==> config.mk <==
export PLATFORM = sky130hd
export DESIGN_NAME = ym_phase_sched
export DESIGN_NICKNAME = d
export VERILOG_FILES = /design/src/rtl/ym_phase_sched.sv
export SDC_FILE = /design/constraint.sdc
export NUM_CORES = 1
export LEC_CHECK = 0
export BUFFER_PORTS_ARGS = -buffer_cell sky130_fd_sc_hd__buf_2
export CAP_MARGIN = 5
export CORE_MARGIN = 2
export CORE_UTILIZATION = 35
export DETAILED_ROUTE_END_ITERATION = 16
export HOLD_SLACK_MARGIN = 0.05
export PLACE_DENSITY = 0.53
export SLEW_MARGIN = 0
export SYNTH_ARGS = -nofsm -noshare
export SYNTH_HDL_FRONTEND = slang
export SYNTH_SLANG_ARGS = --single-unit
==> constraint.sdc <==
create_clock -name MCLK -period 1.5 [get_ports MCLK]
set_input_delay 0.075 -clock MCLK [delete_from_list [all_inputs] [get_ports MCLK]]
set_output_delay 0.075 -clock MCLK [all_outputs]
set_load 0.02 [all_outputs]
==> src/rtl/ym_phase_sched.sv <==
// Master phase sequencer: splits MCLK into non-overlapping c1/c2 enables, tracks the
// slot occupying the shift registers, and schedules the debug-chain load and shift-out.
module ym_phase_sched #(
  parameter int PH_LEN   = 6,
  parameter int SLOTS    = 24,
  parameter int SLOT_W   = 5,
  parameter int DBG_SLOT = 0,
  parameter int DBG_LEN  = 16
) (
  input  logic              MCLK,
  input  logic              rst,
  input  logic              en,
  input  logic              ic_sync,
  input  logic              dbg_req,
  output logic              c1,
  output logic              c2,
  output logic              cyc_end,
  output logic [SLOT_W-1:0] slot,
  output logic              slot_last,
  output logic              dbg_load,
  output logic              dbg_busy,
  output logic              dbg_done
);

  localparam int CYC_LEN = 2 * PH_LEN;
  localparam int PH_W    = $clog2(CYC_LEN);
  localparam int CNT_W   = (DBG_LEN > 1) ? $clog2(DBG_LEN) : 1;

  localparam logic [PH_W-1:0]   PH_C1_LAST  = PH_W'(PH_LEN - 2);
  localparam logic [PH_W-1:0]   PH_C2_FIRST = PH_W'(PH_LEN);
  localparam logic [PH_W-1:0]   PH_C2_LAST  = PH_W'(CYC_LEN - 2);
  localparam logic [PH_W-1:0]   PH_LAST     = PH_W'(CYC_LEN - 1);
  localparam logic [SLOT_W-1:0] SLOT_LAST   = SLOT_W'(SLOTS - 1);
  localparam logic [SLOT_W-1:0] SLOT_DBG    = SLOT_W'(DBG_SLOT);
  localparam logic [CNT_W-1:0]  CNT_INIT    = CNT_W'(DBG_LEN - 1);
  localparam logic [CNT_W-1:0]  CNT_ONE     = CNT_W'(1);

  localparam logic [1:0] ST_IDLE  = 2'd0;
  localparam logic [1:0] ST_WAIT  = 2'd1;
  localparam logic [1:0] ST_LOAD  = 2'd2;
  localparam logic [1:0] ST_SHIFT = 2'd3;

  logic [PH_W-1:0]  ph_cnt_p0;
  logic [1:0]       st_p0;
  logic [1:0]       st_nxt;
  logic [CNT_W-1:0] dbg_cnt_p0;
  logic [CNT_W-1:0] cnt_nxt;
  logic             done_nxt;
  logic             c1_p1;
  logic             c2_p1;
  logic             done_p1;

  assign cyc_end   = en && (ph_cnt_p0 == PH_LAST);
  assign slot_last = (slot == SLOT_LAST);
  assign dbg_load  = (st_p0 == ST_LOAD);
  assign dbg_busy  = (st_p0 != ST_IDLE);
  assign c1        = c1_p1;
  assign c2        = c2_p1;
  assign dbg_done  = done_p1;

  // Readout sequencing; every transition waits for a cycle end, and a slot resync
  // abandons any readout in flight without reporting completion.
  always_comb begin
    st_nxt   = st_p0;
    cnt_nxt  = dbg_cnt_p0;
    done_nxt = 1'b0;
    if (cyc_end) begin
      case (st_p0)
        ST_IDLE: begin
          if (dbg_req) st_nxt = ST_WAIT;
        end
        ST_WAIT: begin
          if (ic_sync)               st_nxt = ST_IDLE;
          else if (slot == SLOT_DBG) st_nxt = ST_LOAD;
        end
        ST_LOAD: begin
          if (ic_sync) begin
            st_nxt = ST_IDLE;
          end else begin
            cnt_nxt = CNT_INIT;
            if (DBG_LEN == 1) begin
              st_nxt   = ST_IDLE;
              done_nxt = 1'b1;
            end else begin
              st_nxt = ST_SHIFT;
            end
          end
        end
        ST_SHIFT: begin
          if (ic_sync) begin
            st_nxt = ST_IDLE;
          end else begin
            cnt_nxt = dbg_cnt_p0 - 1'b1;
            if (dbg_cnt_p0 == CNT_ONE) begin
              st_nxt   = ST_IDLE;
              done_nxt = 1'b1;
            end
          end
        end
        default: st_nxt = ST_IDLE;
      endcase
    end
  end

  // Stage p0 -> p1: phase decode registered one MCLK behind the divider.
  always_ff @(posedge MCLK) begin
    if (!rst) begin
      ph_cnt_p0  <= '0;
      slot       <= '0;
      st_p0      <= ST_IDLE;
      dbg_cnt_p0 <= '0;
      c1_p1      <= 1'b0;
      c2_p1      <= 1'b0;
      done_p1    <= 1'b0;
    end else begin
      c1_p1      <= en && (ph_cnt_p0 <= PH_C1_LAST);
      c2_p1      <= en && (ph_cnt_p0 >= PH_C2_FIRST) && (ph_cnt_p0 <= PH_C2_LAST);
      done_p1    <= done_nxt;
      st_p0      <= st_nxt;
      dbg_cnt_p0 <= cnt_nxt;
      if (en) ph_cnt_p0 <= (ph_cnt_p0 == PH_LAST) ? '0 : ph_cnt_p0 + 1'b1;
      if (cyc_end) slot <= (ic_sync || (slot == SLOT_LAST)) ? '0 : slot + 1'b1;
    end
  end

endmodule

# Yosys cells after proc, flatten, opt, wreduce, memory -nomap -nowiden
# Index checks and enable logic that the tools add are counted.
# word_totals
in_bits,5
elab_cells,52
ff_bits,18
out_inout_bits,12
# op_classes
eq_ne,11
muxes,13
n_lt_le_gt_ge,3
bitwise,3
n_reduce_logical,12
n_addsub,3
# op_table
operator,count
2-bit 2-to-1 mux,6
4-bit 2-to-1 mux,3
2-bit one-hot mux with 4 select lines,1
4-bit one-hot mux with 2 select lines,1
4-bit AND reduction,2
2-bit inequality test (second input constant),3
3-bit inequality test (second input constant),2
5-bit by 1-bit adder with 5-bit output (second input constant),1
5-bit equality test (second input constant),1
5-bit zero test,1
5-bit 2-to-1 mux,1
4-bit by 1-bit adder with 4-bit output (second input constant),1
2-bit equality test (second input constant),2
4-bit by 1-bit equality test with 1-bit output (second input constant),1
4-bit equality test (second input constant),1
4-bit by 3-bit >= comparator with 1-bit output (second input constant),1
4-bit by 3-bit <= comparator with 1-bit output (second input constant),1
4-bit <= comparator (second input constant),1
1-bit logical AND,4
2-bit nonzero test,2
4-bit OR reduction,1
4-bit by 1-bit subtractor with 4-bit output (second input constant),1
1-bit inverter,3
2-bit by 1-bit equality test with 1-bit output (second input constant),1
3 further kinds,3

# Depth between registers and ports, before layout
# Gate-level depths: netlist of run 1.
# depth
ltp_word,4
depth_mapped,6
depth_no_buf,5

# Worst setup path before layout of run 1
# Ideal clock, no wire load.
# synth_timing
path_kind,flip-flop to flip-flop
start,reg ph_cnt_p0[0]
end,reg slot[4]
arrival_ns,1.377
t_required_ns,1.430
path_stages_with_launch,5
path_slack_ns,0.053
setup_time_ns,0.070
path_buffers,0
path_cell_list,dfxtp_1 ha_1 nand4b_4 or4_1 a21oi_1
# synth_via
elab_chain_cells,2
# synth_lines
element,line,source
from (decl),43,logic [PH_W-1:0] ph_cnt_p0;
from (signal assigned),121,if (en) ph_cnt_p0 <= (ph_cnt_p0 == PH_LAST) ? '0 : ph_cnt_p0 + 1'b1;
4-bit equality test,53,assign cyc_end = en && (ph_cnt_p0 == PH_LAST);
1-bit logical AND,53,
to (signal assigned),122,if (cyc_end) slot <= (ic_sync || (slot == SLOT_LAST)) ? '0 : slot + 1'b1;
to (decl),18,"output logic [SLOT_W-1:0] slot,"
# No other way between the ends.
# A chain may end at the register's enable or synchronous reset.

# Worst setup path after layout of run 1
# layout_timing
start,reg dbg_cnt_p0[0]
end,reg st_p0[0]
# layout_via
elab_chain_cells,3
# layout_lines
element,line,source
from (decl),46,logic [CNT_W-1:0] dbg_cnt_p0;
from (signal assigned),120,dbg_cnt_p0 <= cnt_nxt;
4-bit by 1-bit equality test with 1-bit output,94,if (dbg_cnt_p0 == CNT_ONE) begin
3-bit inequality test (no source line),n/a,
4-bit AND reduction (no source line),n/a,
to (signal assigned),119,st_p0 <= st_nxt;
to (decl),44,logic [1:0] st_p0;
# No other way between the ends.

==> reports/qor.yml, run 1 <==
antenna_found_initial: 0
wl_um: 2230
hold_path.class: "in2reg"
use_met2: 0.241
cp_slowest_cell: "nor4bb_1"
io_pins: 17
dieWidth_um: 57.2
syn_inst: 118
tritoncts: "built"
final_antenna_net_count: 0
start_util: 0.362
io_buffers: 16
power_leakage_nw: 0.524
crit_required_ns: 1.68
cp_cell_sequence: "ha_1 > nor4bb_1 > a2111oi_1 > nand3b_1"
coreArea_um2: 2730
critical_path_peak_fanout: 5
final_area_um2: 1210
max_cap_violations: 0
postCtsHoldBufs: 0
fmax_mhz: 700
root_buffer: "clkbuf_4"
grt_overflow_total: 0
ys_seq_area_frac: 0.364
grt_usage: 0.146
post-route-drc-count: 0
clock_skew_ns: 0.00416
grt_use_met3: 0.0317
peakVddDrop_mv: 0.282
synth.net_count: 129
cts.sinks: 18
drv_slew: 0
drive_gt1_frac: 0.262
dieArea_um2: 3270
rows: 19
grt_busiest_layer: "met2"
avgViaCountPerCell: 5.36
fin_tns_setup_ns: 0
diodes: 0
whs_ns: 0.105
setup_slack_ns: 0.0715
yosysUniqueCellTypes: 37
relSlewSlack: 0.691
grt_max_degree: 12
htreeDepth: 1
multi_input_area_um2: 571
clk_latency_ns: 0.29
path_clk_slew_ns: 0.10
numCtsBuffers: 3
die_h_um: 57.2
drtIter0Drc: 16
ys_ff_latch: 18
worstSetupEndpointType: "register"
max_stage_delay_ns: 0.45
fin_crit_ns: 1.43
vias: 922
rsz0062_at_grt: "yes"
met1_usage: 0.189
syn_area_per_cell_um2: 8.40
fillCellCount: 277
drtPass1Iterations: 4
gp_routability_congestion: 0.727
finalSetupViolCount: 0
timing_worst_setup_path_type: "reg2reg"
ys_warn_count: 0
dpl_cell_area_um2: 1140
outcome: "finished, final reports clean"
dpl_worst_slack_ns: 0.0781
arrival_ns: 1.61
fin_crit_sh: 0.952
hold_viol_final: 0
layout.nets: 154
layout.area.seq_um2: 368
dp_hpwl_um: 1600
worst_pin_slew_ns: 0.458
start_kind: "register"
cts_buffer_depth: 2
wl_per_cell_um: 13.0
synth.cell_area_um2: 991
grt_pass1_wl_um: 3830
grt_pass1_vias: 874
areaGrowthSynthToFinish_pct: 22.6
p_per_area_nw_per_um2: 658
## synth_stat cells (all sizes together)
library cell | n | area share
a31oi | 1 | 0.0063
and4 | 1 | 0.0088
o31ai | 2 | 0.015
and4b | 2 | 0.020
nor4b | 1 | 0.0088
o2111ai | 1 | 0.0088
a2111oi | 1 | 0.0088
a211oi | 2 | 0.015
a21boi | 1 | 0.0076
nand4b | 3 | 0.042
a21oi | 12 | 0.061
nor3 | 4 | 0.020
and2 | 1 | 0.0063
nand2 | 11 | 0.042
a2bb2oi | 1 | 0.0088
inv | 12 | 0.045
or4 | 1 | 0.0076
clkbuf | 3 | 0.011
o21ai | 4 | 0.020
nor4bb | 1 | 0.010
xnor2 | 1 | 0.0088
o21a | 1 | 0.0076
dfxtp | 18 | 0.36
nand3b | 2 | 0.015
and3 | 2 | 0.013
nand4 | 3 | 0.019
nand3 | 4 | 0.020
a311oi | 1 | 0.0088
a41oi | 1 | 0.0088
nor2 | 6 | 0.023
nor2b | 3 | 0.019
ha | 6 | 0.076
mux2i | 2 | 0.020
buf | 3 | 0.024
## kinds of logic after synthesis
group                      after synthesis  share of synthesized area
buffers and inverters                   18                     0.0808
and+or+nand+nor                         45                      0.274
xor gates and xnor gates                 1                    0.00884
AOI/OAI and AO/OA                       28                      0.177
DFF                                     18                      0.364
muxes                                    2                     0.0202
adders and majority gates                6                     0.0758
## timing repair
item	in CTS	in global routing
endpoints found under the setup margin	2	3
resized for setup	6	5
setup buffers	0	3
## registers in the layout, summed over array words and instances (netlist names)
name and cells:
slot 5, c1 1, dbg_done 1, ph_cnt_p0 4, dbg_cnt_p0 4, c2 1, st_p0 2
## metal layers
metal  routed length [um]  part of all wire  up-vias
met5                    0                 0        -
met4                   30             0.013        0
met3                   91             0.041        4
met2                 1020              0.46       17
met1                 1090              0.49      431
li1                     -                 -      470
## worst paths after layout
path	endpoint	slack, ns	cells after the start	startpoint
hold / removal	dbg_cnt_p0[3]$_SDFFE_PN0P_	0.11	3	rst
hold reg to reg	slot[0]$_SDFFE_PN0P_	0.49	2	slot[0]$_SDFFE_PN0P_
setup reg to reg	st_p0[0]$_SDFFE_PN0P_	0.07	4	dbg_cnt_p0[0]$_SDFFE_PN0P_
setup / recovery	st_p0[0]$_SDFFE_PN0P_	0.07	4	dbg_cnt_p0[0]$_SDFFE_PN0P_
## area by class of cell
type                            count  share of cell area
Tap cell                           31              0.0319
Sequential cell                    18               0.303
Inverter                           12              0.0391
Multi-Input combinational cell     82               0.470
Timing Repair Buffer               26               0.138
Clock buffer                        3              0.0185
## through the flow
step | total power (W) | util | std cells
2_1_floorplan | 0.000544 | - | 118
3_3_place_gp | 0.000566 | 0.417 | 166
3_5_place_dp | 0.000567 | 0.417 | 166
4_1_cts | 0.000803 | 0.432 | 169
5_1_grt | 0.000843 | 0.444 | 172
6_report | 0.000799 | 0.444 | 172
## critical path, delay by kind of cell (launching register included)
| family | cells | cell delay, ns |
|---|---|---|
| adder cells (fa/ha/maj) | 1 | 0.18 |
| AND/OR/NAND/NOR | 2 | 0.62 |
| AO/OA/AOI/OAI | 1 | 0.10 |
| flip-flops | 1 | 0.41 |
## cell usage in the layout, fill, tap and decap left out, drive strengths merged, types with 3 or more instances in the layout
master / n
nor2: 6
nand4: 3
nand2: 11
nor2b: 3
dfxtp: 18
nor3: 4
buf: 26
nand3: 4
a21oi: 12
ha: 6
nand4b: 3
clkbuf: 3
o21ai: 4
inv: 12
## where the power goes
| part | switching, W | internal [W] |
|---|---|---|
| registers | 0.00000669 | 0.000484 |
| logic | 0.0000393 | 0.0000285 |
| clock network | 0.000147 | 0.0000934 |
Note: power is estimated with default switching activity, not from simulation.
==> inputs of run 2 (changes only) <==
--- a/config.mk
+++ b/config.mk
@@ -5,13 +5,13 @@
 export SDC_FILE = /design/constraint.sdc
 export NUM_CORES = 1
 export LEC_CHECK = 0
-export BUFFER_PORTS_ARGS = -buffer_cell sky130_fd_sc_hd__buf_2
 export CAP_MARGIN = 5
 export CORE_MARGIN = 2
 export CORE_UTILIZATION = 35
 export DETAILED_ROUTE_END_ITERATION = 16
+export DONT_BUFFER_PORTS = 1
 export HOLD_SLACK_MARGIN = 0.05
-export PLACE_DENSITY = 0.53
+export PLACE_DENSITY = 0.48
 export SLEW_MARGIN = 0
 export SYNTH_ARGS = -nofsm -noshare
 export SYNTH_HDL_FRONTEND = slang
==> reports/qor.yml, run 2 (synthesis results as in run 1) <==
clkPwrFrac: 0.294  # -0.006
hold_viol_final: 0  # unchanged
diodes: 0  # unchanged
max_cap_violations: 0  # unchanged
fmax_mhz: 700  # about the same
grt_pass1_vias: 798  # -8.7%
final_common_cell: "dfxtp_1"
clk_latency_ns: 0.29  # about the same
top_regs: "slot: 5 flops, dbg_cnt_p0: 4 flops, ph_cnt_p0: 4 flops"
dieArea_um2: 3270  # unchanged
final_antenna_net_count: 0  # unchanged
fin_crit_ns: 1.43  # +0.000835 ns
p_sw_frac: 0.227  # -0.0139
grt_overflow_total: 0  # unchanged
whs_ns: 0.0743  # -0.0312 ns
vias: 894  # -3.0%
dieWidth_um: 57.2  # unchanged
antenna_found_initial: 0  # unchanged
critical_path_peak_fanout: 3  # -2
tritoncts: "built"
finalSetupViolCount: 0  # unchanged
dp_hpwl_um: 1600  # about the same
avgViaCountPerCell: 5.48  # +2.3%
root_buffer: "clkbuf_4"
numCtsBuffers: 3  # unchanged
gp_routability_congestion: 0.788  # +8.4%
peakVddDrop_mv: 0.363  # +29%
drive_gt1_frac: 0.167  # -0.0957
power_leakage_nw: 0.470  # -10%
rows: 19  # unchanged
final_cell_mix: "18 x dfxtp_1, 14 x buf_4, 12 x a21oi_1"
io_buffers: 0  # -16
hold_path.class: "in2reg"
clock_skew_ns: 0.00216  # -0.00200 ns
relSlewSlack: 0.757  # +0.0667
grt_pass1_wl_um: 3590  # -6.3%
pwr-share-comb: 0.080  # -0.005
timing_worst_setup_path_type: "reg2reg"
power_switching_w: 0.000178  # -7.4%
grt_usage: 0.141  # -0.00537
drtIter0Drc: 21  # +5
arrival_ns: 1.66  # +0.05 ns
drv_slew: 0  # unchanged
p_int_w: 0.000607  # about the same
coreArea_um2: 2730  # unchanged
p_per_area_nw_per_um2: 675  # +2.6%
dp_cells: 156  # -6.0%
regMostFlops: "slot"
setup_slack_ns: 0.0707  # -0.000835 ns
p_total_w: 0.000785  # -1.7%
crit_required_ns: 1.73  # +0.05 ns
areaGrowthSynthToFinish_pct: 17.4
cts.sinks: 18  # unchanged
outcome: "finished, final reports clean"
post-route-drc-count: 0  # unchanged
rsz0062_at_grt: "no"
io_pins: 17  # unchanged
wl_per_cell_um: 13.4  # +3.3%
htreeDepth: 1  # unchanged
path_clk_slew_ns: 0.09  # about the same
dpl_worst_slack_ns: 0.104  # +0.0262 ns
wl_um: 2190  # -2.1%
layout.nets: 145  # -5.8%
die_h_um: 57.2  # unchanged
fin_crit_sh: 0.953  # about the same
start_util: 0.362  # unchanged
grt_max_degree: 12  # unchanged
cts_buffer_depth: 2  # unchanged
start_kind: "register"
stdcell_count: 163  # -5.2%
seqPwrFrac: 0.625  # +0.010
fin_tns_setup_ns: 0  # unchanged
drtPass1Iterations: 4  # unchanged
largest_reg_flops: 5  # unchanged
worstSetupEndpointType: "register"
worst_pin_slew_ns: 0.355  # -0.103 ns
-- run 2: area by class of cell --
class | count | area, um2
Clock buffer | 3 | 22.5
Fill cell | 289 | 1570
Inverter | 12 | 47.5
Multi-Input combinational cell | 82 | 559
Sequential cell | 18 | 360
Tap cell | 31 | 38.8
Timing Repair Buffer | 17 | 135
-- run 2: per-layer routing --
layer | vias to the layer above | track usage | part of all wire
li1 | 452 | - | -
met1 | 409 | 0.186 | 0.49
met2 | 29 | 0.210 | 0.43
met3 | 4 | 0.0408 | 0.070
met4 | 0 | 0.0698 | 0.018
met5 | - | 0 | 0
-- run 2: worst max-delay path, stage by stage (launching register included) --
cell and delay, ns:
dfxtp_1 0.38, inv_1 0.08, ha_1 0.19, nor4b_2 0.16
a2111oi_0 0.41, nand3b_1 0.15
-- run 2: final timing paths --
check                           cells past startpoint  slack [ns]               endpoint                   from
worst max-delay path                                5        0.07  st_p0[0]$_SDFFE_PN0P_   slot[0]$_SDFFE_PN0P_
worst min-delay path                                3        0.07  st_p0[0]$_SDFFE_PN0P_                    rst
worst max register to register                      5        0.07  st_p0[0]$_SDFFE_PN0P_   slot[0]$_SDFFE_PN0P_
worst min register to register                      2        0.51  st_p0[1]$_SDFFE_PN0P_  st_p0[1]$_SDFFE_PN0P_
-- run 2: power by group through the flow --
stage	clock network (W)	logic [W]	registers, W
2_1_floorplan	0	0.0000392	0.000505
3_3_place_gp	0	0.0000506	0.000502
3_5_place_dp	0	0.0000505	0.000502
4_1_cts	0.000245	0.0000639	0.000491
5_1_grt	0.000260	0.0000725	0.000492
6_report	0.000231	0.0000631	0.000491
-- run 2: timing repair --
| item | 4_1_cts | 5_1_grt |
|---|---|---|
| hold endpoints to repair | 15 | 0 |
| hold buffers | 3 | 0 |
| gates resized for setup | 1 | 4 |
| setup buffers | 0 | 1 |
| setup endpoints to repair | 1 | 3 |
-- run 2: metrics by stage --
stage           util  instance area, um2
2_1_floorplan      -                 991
3_3_place_gp   0.400                1090
3_5_place_dp   0.400                1090
4_1_cts        0.419                1140
5_1_grt        0.426                1160
6_report       0.426                1160
==> inputs of run 3 (changes only) <==
--- a/config.mk
+++ b/config.mk
@@ -10,8 +10,9 @@
 export CORE_UTILIZATION = 35
 export DETAILED_ROUTE_END_ITERATION = 16
 export DONT_BUFFER_PORTS = 1
+export GPL_TIMING_DRIVEN = 1
 export HOLD_SLACK_MARGIN = 0.05
-export PLACE_DENSITY = 0.48
+export PLACE_DENSITY = 0.46
 export SLEW_MARGIN = 0
 export SYNTH_ARGS = -nofsm -noshare
 export SYNTH_HDL_FRONTEND = slang
==> constraint.sdc (replaced) <==
create_clock -name MCLK -period 1.4 [get_ports MCLK]
set_input_delay 0.07 -clock MCLK [delete_from_list [all_inputs] [get_ports MCLK]]
set_output_delay 0.07 -clock MCLK [all_outputs]
set_load 0.02 [all_outputs]
==> reports/qor.yml, run 3 (synthesis results as in run 1) <==
use_met2: 0.243  # +0.0328
power_switching_w: 0.000215  # +21%
path_depth: 6  # +1
gp_routability_congestion: 0.754  # -4.2%
critical_path_peak_fanout: 2  # -1
reg2reg_depth: 6  # +1
pwr-share-comb: 0.079  # about the same
final_antenna_net_count: 0  # unchanged
drtPass1Iterations: 4  # unchanged
rows: 19  # unchanged
worst_pin_slew_ns: 0.397  # +0.0420 ns
grt_max_degree: 12  # unchanged
fin_crit_ns: 1.39  # -0.0357 ns
root_buffer: "clkbuf_4"
max_cap_violations: 0  # unchanged
layout.nets: 155  # +6.9%
fin_util: 0.495  # +0.0691
final_common_cell: "buf_4"
htreeDepth: 1  # unchanged
drive_gt1_frac: 0.315  # +0.148
crit_required_ns: 1.64  # -0.09 ns
largest_reg_flops: 5  # unchanged
io_pins: 17  # unchanged
dp_cells: 162  # +3.8%
crit_buf_inv: 2  # +1
stdcell_count: 174  # +6.7%
wl_per_cell_um: 14.5  # +7.9%
timing_worst_setup_path_type: "reg2reg"
regMostFlops: "slot"
coreArea_um2: 2730  # unchanged
finalSetupViolCount: 0  # unchanged
rsz0062_at_grt: "yes"
outcome: "finished, final reports clean"
p_int_w: 0.000712  # +17%
drv_slew: 0  # unchanged
die_h_um: 57.2  # unchanged
dp_hpwl_um: 1640  # +2.5%
diodes: 0  # unchanged
cts.sinks: 18  # unchanged
power_leakage_nw: 0.532  # +13%
clock_skew_ns: 0.00185  # -0.000312 ns
post-route-drc-count: 0  # unchanged
cts_buffer_depth: 2  # unchanged
worstSetupEndpointType: "register"
dieWidth_um: 57.2  # unchanged
start_kind: "register"
vias: 948  # +6.0%
grt_use_met3: 0.0499  # +0.00907
dieArea_um2: 3270  # unchanged
cp_cell_sequence: "inv_1 > ha_2 > nor4b_2 > buf_4 > a2111oi_4 > nand3b_1"
wl_um: 2520  # +15%
avgViaCountPerCell: 5.45  # -0.66%
hold_viol_final: 0  # unchanged
fmax_mhz: 718  # +2.6%
drtIter0Drc: 31  # +48%
clk_latency_ns: 0.29  # about the same
grt_usage: 0.159  # +0.0177
grt_overflow_total: 0  # unchanged
antenna_found_initial: 0  # unchanged
numCtsBuffers: 3  # unchanged
p_sw_frac: 0.232  # +0.00461
final_cell_mix: "19 x buf_4, 14 x dfxtp_1, 11 x nand2_1, 11 x a21oi_1, 10 x inv_1"
areaGrowthSynthToFinish_pct: 36.5
path_clk_slew_ns: 0.11  # +0.02 ns
met1_usage: 0.199  # +0.0135
clkPwrFrac: 0.351  # +0.057
io_buffers: 0  # unchanged
arrival_ns: 1.63  # -0.03 ns
top_regs: "slot: 5 flops, dbg_cnt_p0: 4 flops, ph_cnt_p0: 4 flops"
cp_slowest_cell: "dfxtp_2"
p_per_area_nw_per_um2: 686  # +1.6%
grt_busiest_layer: "met2"
tritoncts: "built"
crit_family: "flip-flops"
peakVddDrop_mv: 0.568  # +56%
max_stage_delay_ns: 0.35  # -0.06 ns
relSlewSlack: 0.734  # -0.0229
fin_crit_sh: 0.995  # +0.0426
whs_path_depth: 3  # unchanged
start_util: 0.362  # unchanged
hold_path.class: "in2reg"
grt_pass1_wl_um: 4020  # +12%
seqPwrFrac: 0.570  # -0.055
grt_pass1_vias: 900  # +13%
## run 3: cell count changes in the layout (fill, tap and decap cells not counted), sizes merged
cell,previous run,this run
buf,14,24
clkbuf,3,4
## run 3: worst min-delay path: cells and delay by family
kind / cells / cell delay (ns)
AOI/OAI and AO/OA: 1 / 0.04
and+or+nand+nor: 2 / 0.23
## run 3: routing by layer
| layer | routed length (um) | share of wire | vias to the layer above |
|---|---|---|---|
| met5 | 0 | 0 | - |
| met4 | 31 | 0.012 | 0 |
| met3 | 172 | 0.068 | 4 |
| met2 | 1160 | 0.46 | 26 |
| met1 | 1150 | 0.46 | 445 |
| li1 | - | - | 473 |
## run 3: area by class of cell
cell class                 instances  area (um2)
fill                             258        1380
multi-input combinational         82         636
sequential                        18         365
timing repair buffer              27         229
inverter                          12        47.5
tap                               31        38.8
clock buffer                       4        36.3
## run 3: what timing repair did
action	4_1_cts	5_1_grt
buffers inserted	4	2
resized for setup	13	13
endpoints found under the setup margin	4	11
hold endpoints to repair	15	0
hold buffers	3	0
pin swaps	2	6
## run 3: worst paths after layout
path / startpoint / end / slack [ns]
min reg2reg: dbg_cnt_p0[1]$_SDFFE_PN0P_ / dbg_cnt_p0[1]$_SDFFE_PN0P_ / 0.54
min: en / slot[4]$_SDFFE_PN0P_ / 0.09
max reg2reg: slot[0]$_SDFFE_PN0P_ / st_p0[0]$_SDFFE_PN0P_ / 0.006
max: slot[0]$_SDFFE_PN0P_ / st_p0[0]$_SDFFE_PN0P_ / 0.006
## run 3: per-stage QoR
| stage | cell area [um2] | total power, W | setup slack (ns) | TNS, ns | hold WS, ns |
|---|---|---|---|---|---|
| global placement | 1140 | 0.000592 | 0.0367 | 0 | 0.215 |
| floorplan | 997 | 0.000584 | -0.0347 | -0.0347 | 0.255 |
| CTS | 1280 | 0.000938 | 0.0108 | 0 | 0.0662 |
| detailed placement | 1140 | 0.000592 | 0.00581 | 0 | 0.219 |
| global route | 1350 | 0.000970 | -0.0689 | -0.134 | 0.0839 |
| finish | 1350 | 0.000928 | 0.00639 | 0 | 0.0859 |
## run 3: power groups by stage
stage / sequential, W / clock (W) / combinational [W]
after global routing: 0.000530 / 0.000357 / 0.0000830
after detailed placement: 0.000538 / 0 / 0.0000549
after CTS: 0.000528 / 0.000340 / 0.0000694
final: 0.000529 / 0.000326 / 0.0000731
after global placement: 0.000537 / 0 / 0.0000551
after floorplan: 0.000542 / 0 / 0.0000422
